==> config.mk <==
export PLATFORM = sky130hd
export DESIGN_NAME = hazard_ctrl_flat
export DESIGN_NICKNAME = d
export VERILOG_FILES = /design/src/rtl/hazard_ctrl_if.sv /design/src/rtl/hazard_ctrl.sv /design/src/flat_wrapper.sv
export SDC_FILE = /design/constraint.sdc
export NUM_CORES = 1
export LEC_CHECK = 0
export CORE_ASPECT_RATIO = 0.5
export CORE_MARGIN = 2
export CORE_UTILIZATION = 45
export DETAILED_ROUTE_END_ITERATION = 8
export PLACE_DENSITY_LB_ADDON = 0.25
export SETUP_SLACK_MARGIN = 0.1
export SLEW_MARGIN = 30
export SYNTH_ARGS = -nofsm -noshare
export SYNTH_HDL_FRONTEND = slang
export SYNTH_SLANG_ARGS = --single-unit
==> constraint.sdc <==
create_clock -name clk -period 2.4 [get_ports clk]
set_clock_uncertainty 0.1 [all_clocks]
set_input_delay 0.36 -clock clk [delete_from_list [all_inputs] [get_ports clk]]
set_output_delay 0.36 -clock clk [all_outputs]
set_load 0.05 [all_outputs]
==> src/rtl/hazard_ctrl_if.sv <==
// Decode-side hazard interface: decode operand/destination info in, bypass selects and stall out.
// The master drives decode/flush/freeze inputs; the slave (hazard_ctrl) returns bypass and stall.
interface hazard_ctrl_if #(
  parameter int ADDR_SIZE = 5,
  parameter int CNT_BITS  = 16
);
  logic                 D_valid;
  logic [ADDR_SIZE-1:0] D_ra;
  logic [ADDR_SIZE-1:0] D_rb;
  logic                 D_use_ra;
  logic                 D_use_rb;
  logic [ADDR_SIZE-1:0] D_rd;
  logic                 D_we;
  logic                 D_ld;
  logic                 D_jlx;
  logic                 flush;
  logic                 MEM_stall;

  logic [1:0]           EX_D_bp;
  logic [1:0]           MEM_D_bp;
  logic [1:0]           WB_D_bp;
  logic                 D_stall;
  logic                 EX_bubble;
  logic [CNT_BITS-1:0]  stall_cnt;

  modport master (
    output D_valid, D_ra, D_rb, D_use_ra, D_use_rb, D_rd, D_we, D_ld, D_jlx,
           flush, MEM_stall,
    input  EX_D_bp, MEM_D_bp, WB_D_bp, D_stall, EX_bubble, stall_cnt
  );

  modport slave (
    input  D_valid, D_ra, D_rb, D_use_ra, D_use_rb, D_rd, D_we, D_ld, D_jlx,
           flush, MEM_stall,
    output EX_D_bp, MEM_D_bp, WB_D_bp, D_stall, EX_bubble, stall_cnt
  );
endinterface

==> src/rtl/hazard_ctrl.sv <==
// Hazard control beside decode: tracks EX/MEM/WB destination tags, selects one-hot bypass per operand.
// Bypass and stall are combinational; slots advance every edge unless MEM_stall freezes the pipe.
module hazard_ctrl #(
  parameter int ADDR_SIZE = 5,
  parameter int CNT_BITS  = 16
) (
  input logic        clk,
  input logic        rst,
  hazard_ctrl_if.slave hz
);

  localparam logic [ADDR_SIZE-1:0] LINK_REG = ADDR_SIZE'(31);

  typedef struct packed {
    logic                 v;
    logic [ADDR_SIZE-1:0] rd;
    logic                 ld;
    logic                 jlx;
  } slot_t;

  typedef struct packed {
    logic ex;
    logic mem;
    logic wb;
    logic ld_use;
    logic jlx_haz;
  } op_res_t;

  slot_t               ex_q, mem_q, wb_q;
  slot_t               dec_slot;
  logic                bubble_q;
  logic [CNT_BITS-1:0] cnt_q;
  op_res_t             res_a, res_b;
  logic                hazard;
  logic                d_stall;
  logic                load_dec;

  function automatic logic slot_hit(input slot_t s, input logic [ADDR_SIZE-1:0] src,
                                    input logic use_src);
    return s.v && (s.rd == src) && (src != '0) && use_src;
  endfunction

  // Priority EX > MEM > WB; a load or link slot in a higher stage masks older matches.
  function automatic op_res_t resolve(input slot_t ex, input slot_t mem, input slot_t wb,
                                      input logic [ADDR_SIZE-1:0] src, input logic use_src);
    op_res_t r;
    logic    h_ex, h_mem, h_wb;
    r       = '0;
    h_ex    = slot_hit(ex, src, use_src);
    h_mem   = slot_hit(mem, src, use_src);
    h_wb    = slot_hit(wb, src, use_src);
    r.jlx_haz = (h_ex && ex.jlx) || (h_mem && mem.jlx) || (h_wb && wb.jlx);
    if (h_ex) begin
      if (ex.jlx)     r.ex     = 1'b0;
      else if (ex.ld) r.ld_use = 1'b1;
      else            r.ex     = 1'b1;
    end else if (h_mem) begin
      r.mem = !mem.jlx;
    end else if (h_wb) begin
      r.wb = !wb.jlx;
    end
    return r;
  endfunction

  always_comb begin
    res_a = resolve(ex_q, mem_q, wb_q, hz.D_ra, hz.D_use_ra);
    res_b = resolve(ex_q, mem_q, wb_q, hz.D_rb, hz.D_use_rb);
  end

  assign hazard  = res_a.ld_use | res_a.jlx_haz | res_b.ld_use | res_b.jlx_haz;
  assign d_stall = hz.MEM_stall | hazard;

  // Link writes always target r31, whatever the rd field says.
  always_comb begin
    dec_slot     = '0;
    dec_slot.v   = (hz.D_we && (hz.D_rd != '0)) || hz.D_jlx;
    dec_slot.rd  = hz.D_jlx ? LINK_REG : hz.D_rd;
    dec_slot.ld  = hz.D_ld;
    dec_slot.jlx = hz.D_jlx;
  end

  assign load_dec = hz.D_valid && !d_stall && !hz.flush;

  always_ff @(posedge clk) begin
    if (rst) begin
      ex_q     <= '0;
      mem_q    <= '0;
      wb_q     <= '0;
      bubble_q <= 1'b0;
    end else if (!hz.MEM_stall) begin
      wb_q     <= mem_q;
      mem_q    <= ex_q;
      ex_q     <= load_dec ? dec_slot : '0;
      bubble_q <= hz.D_valid && (d_stall || hz.flush);
    end
  end

  always_ff @(posedge clk) begin
    if (rst) begin
      cnt_q <= '0;
    end else if (d_stall && (cnt_q != '1)) begin
      cnt_q <= cnt_q + 1'b1;
    end
  end

  assign hz.EX_D_bp   = {res_a.ex,  res_b.ex};
  assign hz.MEM_D_bp  = {res_a.mem, res_b.mem};
  assign hz.WB_D_bp   = {res_a.wb,  res_b.wb};
  assign hz.D_stall   = d_stall;
  assign hz.EX_bubble = bubble_q;
  assign hz.stall_cnt = cnt_q;

endmodule

==> src/flat_wrapper.sv <==
// flat-port wrapper written by rule: the top's interface ports become plain ports
module hazard_ctrl_flat 
#(
  parameter int ADDR_SIZE = 5,
  parameter int CNT_BITS  = 16
)
  (clk, rst, hz_D_valid, hz_D_ra, hz_D_rb, hz_D_use_ra, hz_D_use_rb, hz_D_rd, hz_D_we, hz_D_ld, hz_D_jlx, hz_flush, hz_MEM_stall, hz_EX_D_bp, hz_MEM_D_bp, hz_WB_D_bp, hz_D_stall, hz_EX_bubble, hz_stall_cnt);
  hazard_ctrl_if #(.ADDR_SIZE(ADDR_SIZE), .CNT_BITS(CNT_BITS)) hz_i ();
  input logic clk;
  input logic rst;
  input wire logic [$bits(hz_i.D_valid)-1:0] hz_D_valid;
  input wire logic [$bits(hz_i.D_ra)-1:0] hz_D_ra;
  input wire logic [$bits(hz_i.D_rb)-1:0] hz_D_rb;
  input wire logic [$bits(hz_i.D_use_ra)-1:0] hz_D_use_ra;
  input wire logic [$bits(hz_i.D_use_rb)-1:0] hz_D_use_rb;
  input wire logic [$bits(hz_i.D_rd)-1:0] hz_D_rd;
  input wire logic [$bits(hz_i.D_we)-1:0] hz_D_we;
  input wire logic [$bits(hz_i.D_ld)-1:0] hz_D_ld;
  input wire logic [$bits(hz_i.D_jlx)-1:0] hz_D_jlx;
  input wire logic [$bits(hz_i.flush)-1:0] hz_flush;
  input wire logic [$bits(hz_i.MEM_stall)-1:0] hz_MEM_stall;
  output wire logic [$bits(hz_i.EX_D_bp)-1:0] hz_EX_D_bp;
  output wire logic [$bits(hz_i.MEM_D_bp)-1:0] hz_MEM_D_bp;
  output wire logic [$bits(hz_i.WB_D_bp)-1:0] hz_WB_D_bp;
  output wire logic [$bits(hz_i.D_stall)-1:0] hz_D_stall;
  output wire logic [$bits(hz_i.EX_bubble)-1:0] hz_EX_bubble;
  output wire logic [$bits(hz_i.stall_cnt)-1:0] hz_stall_cnt;
  assign hz_i.D_valid = hz_D_valid;
  assign hz_i.D_ra = hz_D_ra;
  assign hz_i.D_rb = hz_D_rb;
  assign hz_i.D_use_ra = hz_D_use_ra;
  assign hz_i.D_use_rb = hz_D_use_rb;
  assign hz_i.D_rd = hz_D_rd;
  assign hz_i.D_we = hz_D_we;
  assign hz_i.D_ld = hz_D_ld;
  assign hz_i.D_jlx = hz_D_jlx;
  assign hz_i.flush = hz_flush;
  assign hz_i.MEM_stall = hz_MEM_stall;
  assign hz_EX_D_bp = hz_i.EX_D_bp;
  assign hz_MEM_D_bp = hz_i.MEM_D_bp;
  assign hz_WB_D_bp = hz_i.WB_D_bp;
  assign hz_D_stall = hz_i.D_stall;
  assign hz_EX_bubble = hz_i.EX_bubble;
  assign hz_stall_cnt = hz_i.stall_cnt;
  hazard_ctrl #(.ADDR_SIZE(ADDR_SIZE), .CNT_BITS(CNT_BITS)) u_core (.clk(clk), .rst(rst), .hz(hz_i));
endmodule
Word level (Yosys, flattened, before mapping)
Cells that the tools add are included.
{"block": "word_totals", "ff_bits": 39, "inputBits": 25, "out_inout_bits": 24}
{"block": "classes", "addsub": 1, "eq_ne": 7, "n_mux": 18, "bitwise_logic": 4, "n_reduce_logical": 42}
{"op": "$eq A5 B5 Y1", "count": 6}
{"op": "$logic_and A1 B1 Y1", "count": 29}
{"op": "$add A16 B1 Y16 const B", "count": 1}
{"op": "$ne A16 B16 Y1 const B", "count": 1}
{"op": "$reduce_bool A5 Y1", "count": 3}
{"op": "$mux W1", "count": 14}
{"op": "$mux W8", "count": 1}
{"op": "$logic_or A1 B1 Y1", "count": 6}
{"op": "$mux W5", "count": 1}
{"op": "$logic_not A1 Y1", "count": 4}
{"op": "$mux W2", "count": 2}
{"op": "$or A1 B1 Y1", "count": 4}

Longest topological paths before layout
Gate-level depths: netlist of the first run.
{"block": "depth", "ltp_word": 15, "mapped_depth": 9, "depth_no_buf": 7}

Worst setup path after synthesis of the first run
OpenSTA, ideal clock, no wires.
{"block": "synth_timing", "path_type": "in2out", "start": "input hz_D_ra[0]", "end": "output hz_WB_D_bp[1]", "arrival_time_ns": 2.807, "required_time_ns": 1.940, "path_slack_ns": -0.867, "path_stages": 4, "cell_sequence": "or4_4 o21a_1 nand4_1 nor4b_1"}
{"block": "synth_via", "elab_chain_len": 7, "word_cells_on_any_way": 16}
{"item": "from (decl)", "line": "flat_wrapper.sv:12", "text": "input wire logic [$bits(hz_i.D_ra)-1:0] hz_D_ra;"}
{"item": "$eq A5 B5 Y1", "line": "hazard_ctrl.sv:40", "text": "return s.v && (s.rd == src) && (src != '0) && use_src;"}
{"item": "$logic_and A1 B1 Y1 (3 in a row)", "line": "hazard_ctrl.sv:40"}
{"item": "$mux W1", "line": "hazard_ctrl.sv:59", "text": "end else if (h_wb) begin"}
{"item": "$mux W1", "line": "hazard_ctrl.sv:57", "text": "end else if (h_mem) begin"}
{"item": "$mux W2 *", "line": "hazard_ctrl.sv:53", "text": "if (h_ex) begin"}
{"item": "to (decl)", "line": "flat_wrapper.sv:24", "text": "output wire logic [$bits(hz_i.WB_D_bp)-1:0] hz_WB_D_bp;"}
Mark *: on every way between the ends. The rest lies on a longest branch, timed or not.

Worst setup path after layout of the first run
{"block": "layout_timing", "start": "input hz_D_ra[0]", "end": "output hz_D_stall"}
{"block": "layout_via", "elab_chain_len": 11, "word_cells_on_any_way": 23}
{"item": "$eq A5 B5 Y1", "line": "hazard_ctrl.sv:40"}
{"item": "$logic_and A1 B1 Y1 (3 in a row)", "line": "hazard_ctrl.sv:40"}
{"item": "$logic_and A1 B1 Y1", "line": "hazard_ctrl.sv:52", "text": "r.jlx_haz = (h_ex && ex.jlx) || (h_mem && mem.jlx) || (h_wb && wb.jlx);"}
{"item": "$logic_or A1 B1 Y1 (2 in a row)", "line": "hazard_ctrl.sv:52"}
{"item": "$or A1 B1 Y1 * (3 in a row)", "line": "hazard_ctrl.sv:70", "text": "assign hazard = res_a.ld_use | res_a.jlx_haz | res_b.ld_use | res_b.jlx_haz;"}
{"item": "$or A1 B1 Y1 *", "line": "hazard_ctrl.sv:71", "text": "assign d_stall = hz.MEM_stall | hazard;"}
{"item": "to (decl)", "line": "flat_wrapper.sv:25", "text": "output wire logic [$bits(hz_i.D_stall)-1:0] hz_D_stall;"}
Marked as above.

==> summary.md, run 1 <==
| Metric | Value |
|---|---|
| Main synth FF type | dfxtp_1 |
| Worst path slowest cell | or4_4 |
| Pint | 1.00 mW |
| DP Wirelength | 4.46 mm |
| Post-Layout Cell Count | 410 |
| Post-place setup slack | -0.871 ns |
| GPL Wtd Cong | 0.834 |
| Outcome | finished, violations left |
| Max incr delay on CP | 0.54 ns |
| LEAKAGE | 1.38 nW |
| DRT Pass-1 Iters | 4 |
| NumNets Final | 366 |
| Fillers | 407 |
| Crit path required time | 1.94 ns |
| Commonest cells after routing, fill and taps aside | buf_4 (42), nor2_1 (31), clkdlybuf4s50_1 (31) |
| Die height | 54.4 microns |
| Worst-Margin Slew | 0.499 ns |
| CTS Buffer Depth | 2 |
| Cell Chain, Critical Path | buf_8 -> or4_4 -> o21a_1 -> nand4_1 -> a21bo_2 -> and4b_1 -> buf_12 -> inv_4 -> buf_8 |
| Register area share after synthesis | 0.342 |
| Row count | 18 |
| Synth warnings | 0 |
| CP most frequent cell | buf_8 |
| FF-to-FF setup slack | -0.14 ns |
| Starting Density | 0.465 |
| Latest clock arrival within the worst-skew pair | 0.29 ns |
| 1st-iter DRT viols | 94 |
| Grt ovf | 0 |
| Cell Pwr Density | 391 nW/um^2 |
| Post-synth ARST share | 0 |
| Fin area | 3480 sq um |
| First-pass GRT wire length | 10.6 mm |
| CTS tree | built |
| CTS Hold Bufs | 0 |
| Total nets after synthesis | 278 |
| # H-tree levels | 2 |
| CTS Root Buffer Type | clkbuf_8 |
| Number of flops mapped to enable cells by yosys | 0 |
| Total Routing Usage GR | 0.241 |
| Vias in the first global route | 2171 |
| Vias per cell | 5.22 |
| # DRC | 0 |
| HP Class | flop to flop |
| Placed inst area | 3130 sq um |
| PortBufs | 48 |
| DIE WIDTH | 105 microns |
| Synth Register Bits | 39 |
| Critical Path AT | 2.11 ns |
| Slew HR | 0.666 |
| Clock slew at reported path FFs | 0.07 ns |
| Switch share | 0.264 |
| Crit Path Max Fanout | 7 |
| Post-synthesis average cell area | 9.07 sq um |
| Endpoints failing hold | 0 |
| Cell taking the most area after synthesis | dfxtp_1 |
| Final WS setup | -0.168 ns |
| VDD IR-drop max | 0.281 mV |
| Via count | 2139 |
| Total die area | 5700 sq um |
| Leading cell type in the layout, fill and taps excluded | buf_4 |
| Core Area | 4910 sq um |
| Antenna cells | 0 |
| Initial antenna violation count | 0 |
| Sequential power share | 0.493 |
| Synthesized cell area | 2280 sq um |
| IO Pins | 49 |
| Critical Path Sink Type | output port |
| Violated checks | negative setup slack |
| Mapped Cells | 252 |
| Tcrit/Tclk final | 1.07 |
| Largest net degree at the start of global routing | 30 |
| Layout area overhead | 52.4% |
| RSZ-0062 raised after global routing | yes |
| Comb power frac | 0.172 |
| Proportion of layout cells with a drive suffix above 1 | 0.374 |
| CTS Buf Count | 5 |
| Yosys top cell area share | 0.342 |
| Worst Path Class, Setup | primary input to output port |
| Slew Viols, Final | 0 |
| Crit path launch type | primary input |
| CTS Sinks | 39 |
| Final wirelength | 6.32 mm |
| Minimum clock period | 2.57 ns |
| Library cells used by synthesis | 50 |
| Synth area leaders | dfxtp_1 (34%), mux2i_1 (6.1%), xor2_1 (6.1%) |
| FMAX | 0.389 GHz |
| Placed Instances | 396 |
| Antenna-violating nets left | 0 |
| Routed len/inst | 15.4 microns |
| Clock power frac | 0.335 |
| Net switching power | 359 uW |
| Core Util, Final | 0.709 |
| Total of max-cap violations | 0 |
| Final setup fails | 16 |
-- worst paths after layout --
kind                                      from                 endpoint  depth (start not counted)
worst max-delay path                hz_D_ra[0]               hz_D_stall                          9
worst min-delay path            u_core.ex_q[1]           u_core.ex_q[1]                          2
worst max register to register  u_core.wb_q[6]  u_core.hz.stall_cnt[10]                         10
worst min register to register  u_core.ex_q[1]           u_core.ex_q[1]                          2
-- cells in the mapped netlist, drive strengths merged, types with 6 or more instances --
master	count
nor2b	11
mux2i	14
nand2	15
xnor2	14
nor2	31
o21ai	16
inv	6
nor4	11
dfxtp	39
mux2	9
nor3	6
clkbuf	6
xor2	16
a21oi	7
nand4	7
-- registers in the layout (all words and copies together) (netlist names) --
signal               cells
u_core.hz.stall_cnt     16
u_core.ex_q              8
u_core.mem_q             7
u_core.wb_q              7
u_core.hz.EX_bubble      1
-- power by group through the flow --
stage,registers [mW],clock network (mW),logic (mW)
after floorplan,0.693,0,0.0948
after global placement,0.684,0,0.205
after detailed placement,0.684,0,0.208
after CTS,0.669,0.465,0.227
after global routing,0.672,0.501,0.253
final,0.671,0.456,0.234
-- per-stage QoR --
stage | power [mW] | TNS [ns] | hold slack [ns]
6_report | 1.36 | -1.41 | 0.346
5_1_grt | 1.43 | -3.54 | 0.378
4_1_cts | 1.36 | -1.32 | 0.347
3_5_place_dp | 0.892 | -19.05 | 0.337
3_3_place_gp | 0.889 | -18.69 | 0.335
2_1_floorplan | 0.787 | -0.845 | 0.317
-- area by class of cell --
class / count / area [sq um] / share of cell area
clock buffers: 6 / 82.6 / 0.0237
clock inverters: 1 / 5.00 / 0.00144
inverters: 6 / 25.0 / 0.00719
multi-input cells: 196 / 1620 / 0.466
flip-flops and latches: 39 / 800 / 0.230
well taps: 70 / 87.6 / 0.0252
repair buffers: 92 / 860 / 0.247
-- layer usage --
layer | global-route usage | up-vias | part of all wire
met3 | 0.0714 | 4 | 0.033
met5 | 0 | - | 0
met2 | 0.445 | 32 | 0.49
met4 | 0.0378 | 0 | 0.0030
met1 | 0.293 | 1034 | 0.48
li1 | - | 1069 | -
-- worst max-delay path: cells and delay by family --
family,cells,cell delay [ns]
AND/OR/NAND/NOR,3,0.93
AO/OA/AOI/OAI,2,0.39
buffers and inverters,4,0.42
-- logic make-up after synthesis --
family,Yosys count,share of synthesized area
simple gates,110,0.296
flops,39,0.342
compound gates,32,0.0860
xor+xnor,30,0.115
mux,23,0.114
buf+inv,17,0.0422
fa+ha+maj,1,0.00548
-- what timing repair did --
item,in CTS,in global routing
gates resized for setup,84,20
endpoints found under the setup margin,31,30
endpoints found under the hold margin,0,0
pin swaps,33,14
buffers inserted,8,3
(Power assumes the default switching activity.)
==> run 2: changes to the inputs <==
--- a/config.mk
+++ b/config.mk
@@ -6,7 +6,6 @@
 export NUM_CORES = 1
 export LEC_CHECK = 0
 export CORE_ASPECT_RATIO = 0.5
-export CORE_MARGIN = 2
 export CORE_UTILIZATION = 45
 export DETAILED_ROUTE_END_ITERATION = 8
 export PLACE_DENSITY_LB_ADDON = 0.25
==> summary.md, run 2 (synthesized netlist as in run 1, its figures left out) <==
| Metric | Value |
|---|---|
| Outcome | finished, violations left |
| Violated checks | negative setup slack |
| CTS Root Buffer Type | clkbuf_8 |
| Row count | 17 |
| RSZ-0062 raised after global routing | yes |
| CTS Sinks | 39 |
| Final Power | 1.35 mW |
| 1st-iter DRT viols | 75 |
| Post-Layout Cell Count | 404 |
| Antenna cells | 0 |
| Hold slack final | 0.355 ns |
| DP Wirelength | 4.36 mm |
| Largest net degree at the start of global routing | 19 |
| Crit Path Max Fanout | 4 |
| CTS Buf Count | 5 |
| Worst-Margin Slew | 0.504 ns |
| Endpoints failing hold | 0 |
| Critical Path Sink Type | output port |
| Placed inst area | 3100 sq um |
| # H-tree levels | 2 |
| Crit path launch type | primary input |
| LEAKAGE | 1.37 nW |
| Total of max-cap violations | 0 |
| # DRC | 0 |
| GPL Wtd Cong | 0.821 |
| CTS Buffer Depth | 2 |
| DRT Pass-1 Iters | 4 |
| Routed len/inst | 15.8 microns |
| Placed Instances | 389 |
| Via count | 2135 |
| Worst Path Class, Setup | primary input to output port |
| Vias per cell | 5.28 |
| Starting Density | 0.493 |
| IO Pins | 49 |
| Fin area | 3500 sq um |
| HP Class | flop to flop |
| Latest clock arrival within the worst-skew pair | 0.29 ns |
| Fillers | 344 |
| Minimum clock period | 2.49 ns |
| Critical Path AT | 2.03 ns |
| Initial antenna violation count | 0 |
| Leading cell type in the layout, fill and taps excluded | buf_4 |
| Commonest cells after routing, fill and taps aside | buf_4 (38), clkdlybuf4s50_1 (31), nor2_1 (30) |
| Final wirelength | 6.40 mm |
| Proportion of layout cells with a drive suffix above 1 | 0.364 |
| CTS tree | built |
| Post-place setup slack | -0.738 ns |
| Final setup fails | 13 |
| Clock slew at reported path FFs | 0.08 ns |
| Final WS setup | -0.0947 ns |
| Cell Pwr Density | 385 nW/um^2 |
| Core Util, Final | 0.755 |
| FMAX | 0.401 GHz |
| Setup TNS | -0.618 ns |
| Slew HR | 0.663 |
| Max reg flops | 16 |
| Grt ovf | 0 |
| Core Area | 4640 sq um |
| First-pass GRT wire length | 9.54 mm |
| NumNets Final | 363 |
| Tcrit/Tclk final | 1.04 |
| VDD IR-drop max | 0.251 mV |
| Total Routing Usage GR | 0.237 |
| Total die area | 5380 sq um |
| Slew Viols, Final | 0 |
| Antenna-violating nets left | 0 |
| Crit path required time | 1.94 ns |
| Layout area overhead | 53.2% |
| Vias in the first global route | 2033 |
| PortBufs | 48 |
| Die height | 52.4 microns |
| DIE WIDTH | 103 microns |
==> run 2: final cells by class <==
type                            instances  area (sq um)  share of cell area
Sequential cell                        39           800               0.228
Clock inverter                          2          12.5             0.00358
Inverter                                6          22.5             0.00644
Clock buffer                            6          72.6              0.0207
Multi-Input combinational cell        196          1630               0.464
Timing Repair Buffer                   89           885               0.253
Tap cell                               66          82.6              0.0236
==> run 2: metal layers <==
metal	GRT usage	vias to the layer above	wire (microns)
li1	-	1059	-
met1	0.301	1022	3000
met2	0.420	45	3100
met3	0.0427	9	235
met4	0.0563	0	66
met5	0	-	0
==> run 2: report_power, final <==
part	switching [mW]	internal, mW	leakage, nW
registers	0.0130	0.656	0.322
logic	0.114	0.123	1.01
clock network	0.236	0.203	0.0412
total	0.364	0.983	1.37
==> run 2: path summary, 6_finish.rpt <==
check | depth (start not counted) | from | endpoint | slack (ns)
worst min register to register | 2 | u_core.ex_q[1] | u_core.ex_q[1] | 0.36
worst max-delay path | 8 | hz_D_ra[1] | hz_D_stall | -0.09
worst min-delay path | 2 | u_core.ex_q[1] | u_core.ex_q[1] | 0.36
worst max register to register | 9 | u_core.mem_q[6] | u_core.hz.stall_cnt[2] | -0.08
==> run 2: critical path, stage by stage <==
cell     delay [ns]
buf_8          0.10
or4_4          0.56
o21a_1         0.21
nand4_1        0.12
a21bo_1        0.14
and4b_4        0.34
inv_2          0.06
buf_8          0.15
==> run 2: repair_timing <==
item                                    in CTS  in global routing
hold buffers                                 0                  0
gates cloned                                 2                  1
pin swaps                                   28                 19
endpoints found under the setup margin      31                 26
hold endpoints to repair                     0                  0
resized for setup                           74                 33
setup buffers                                4                  4
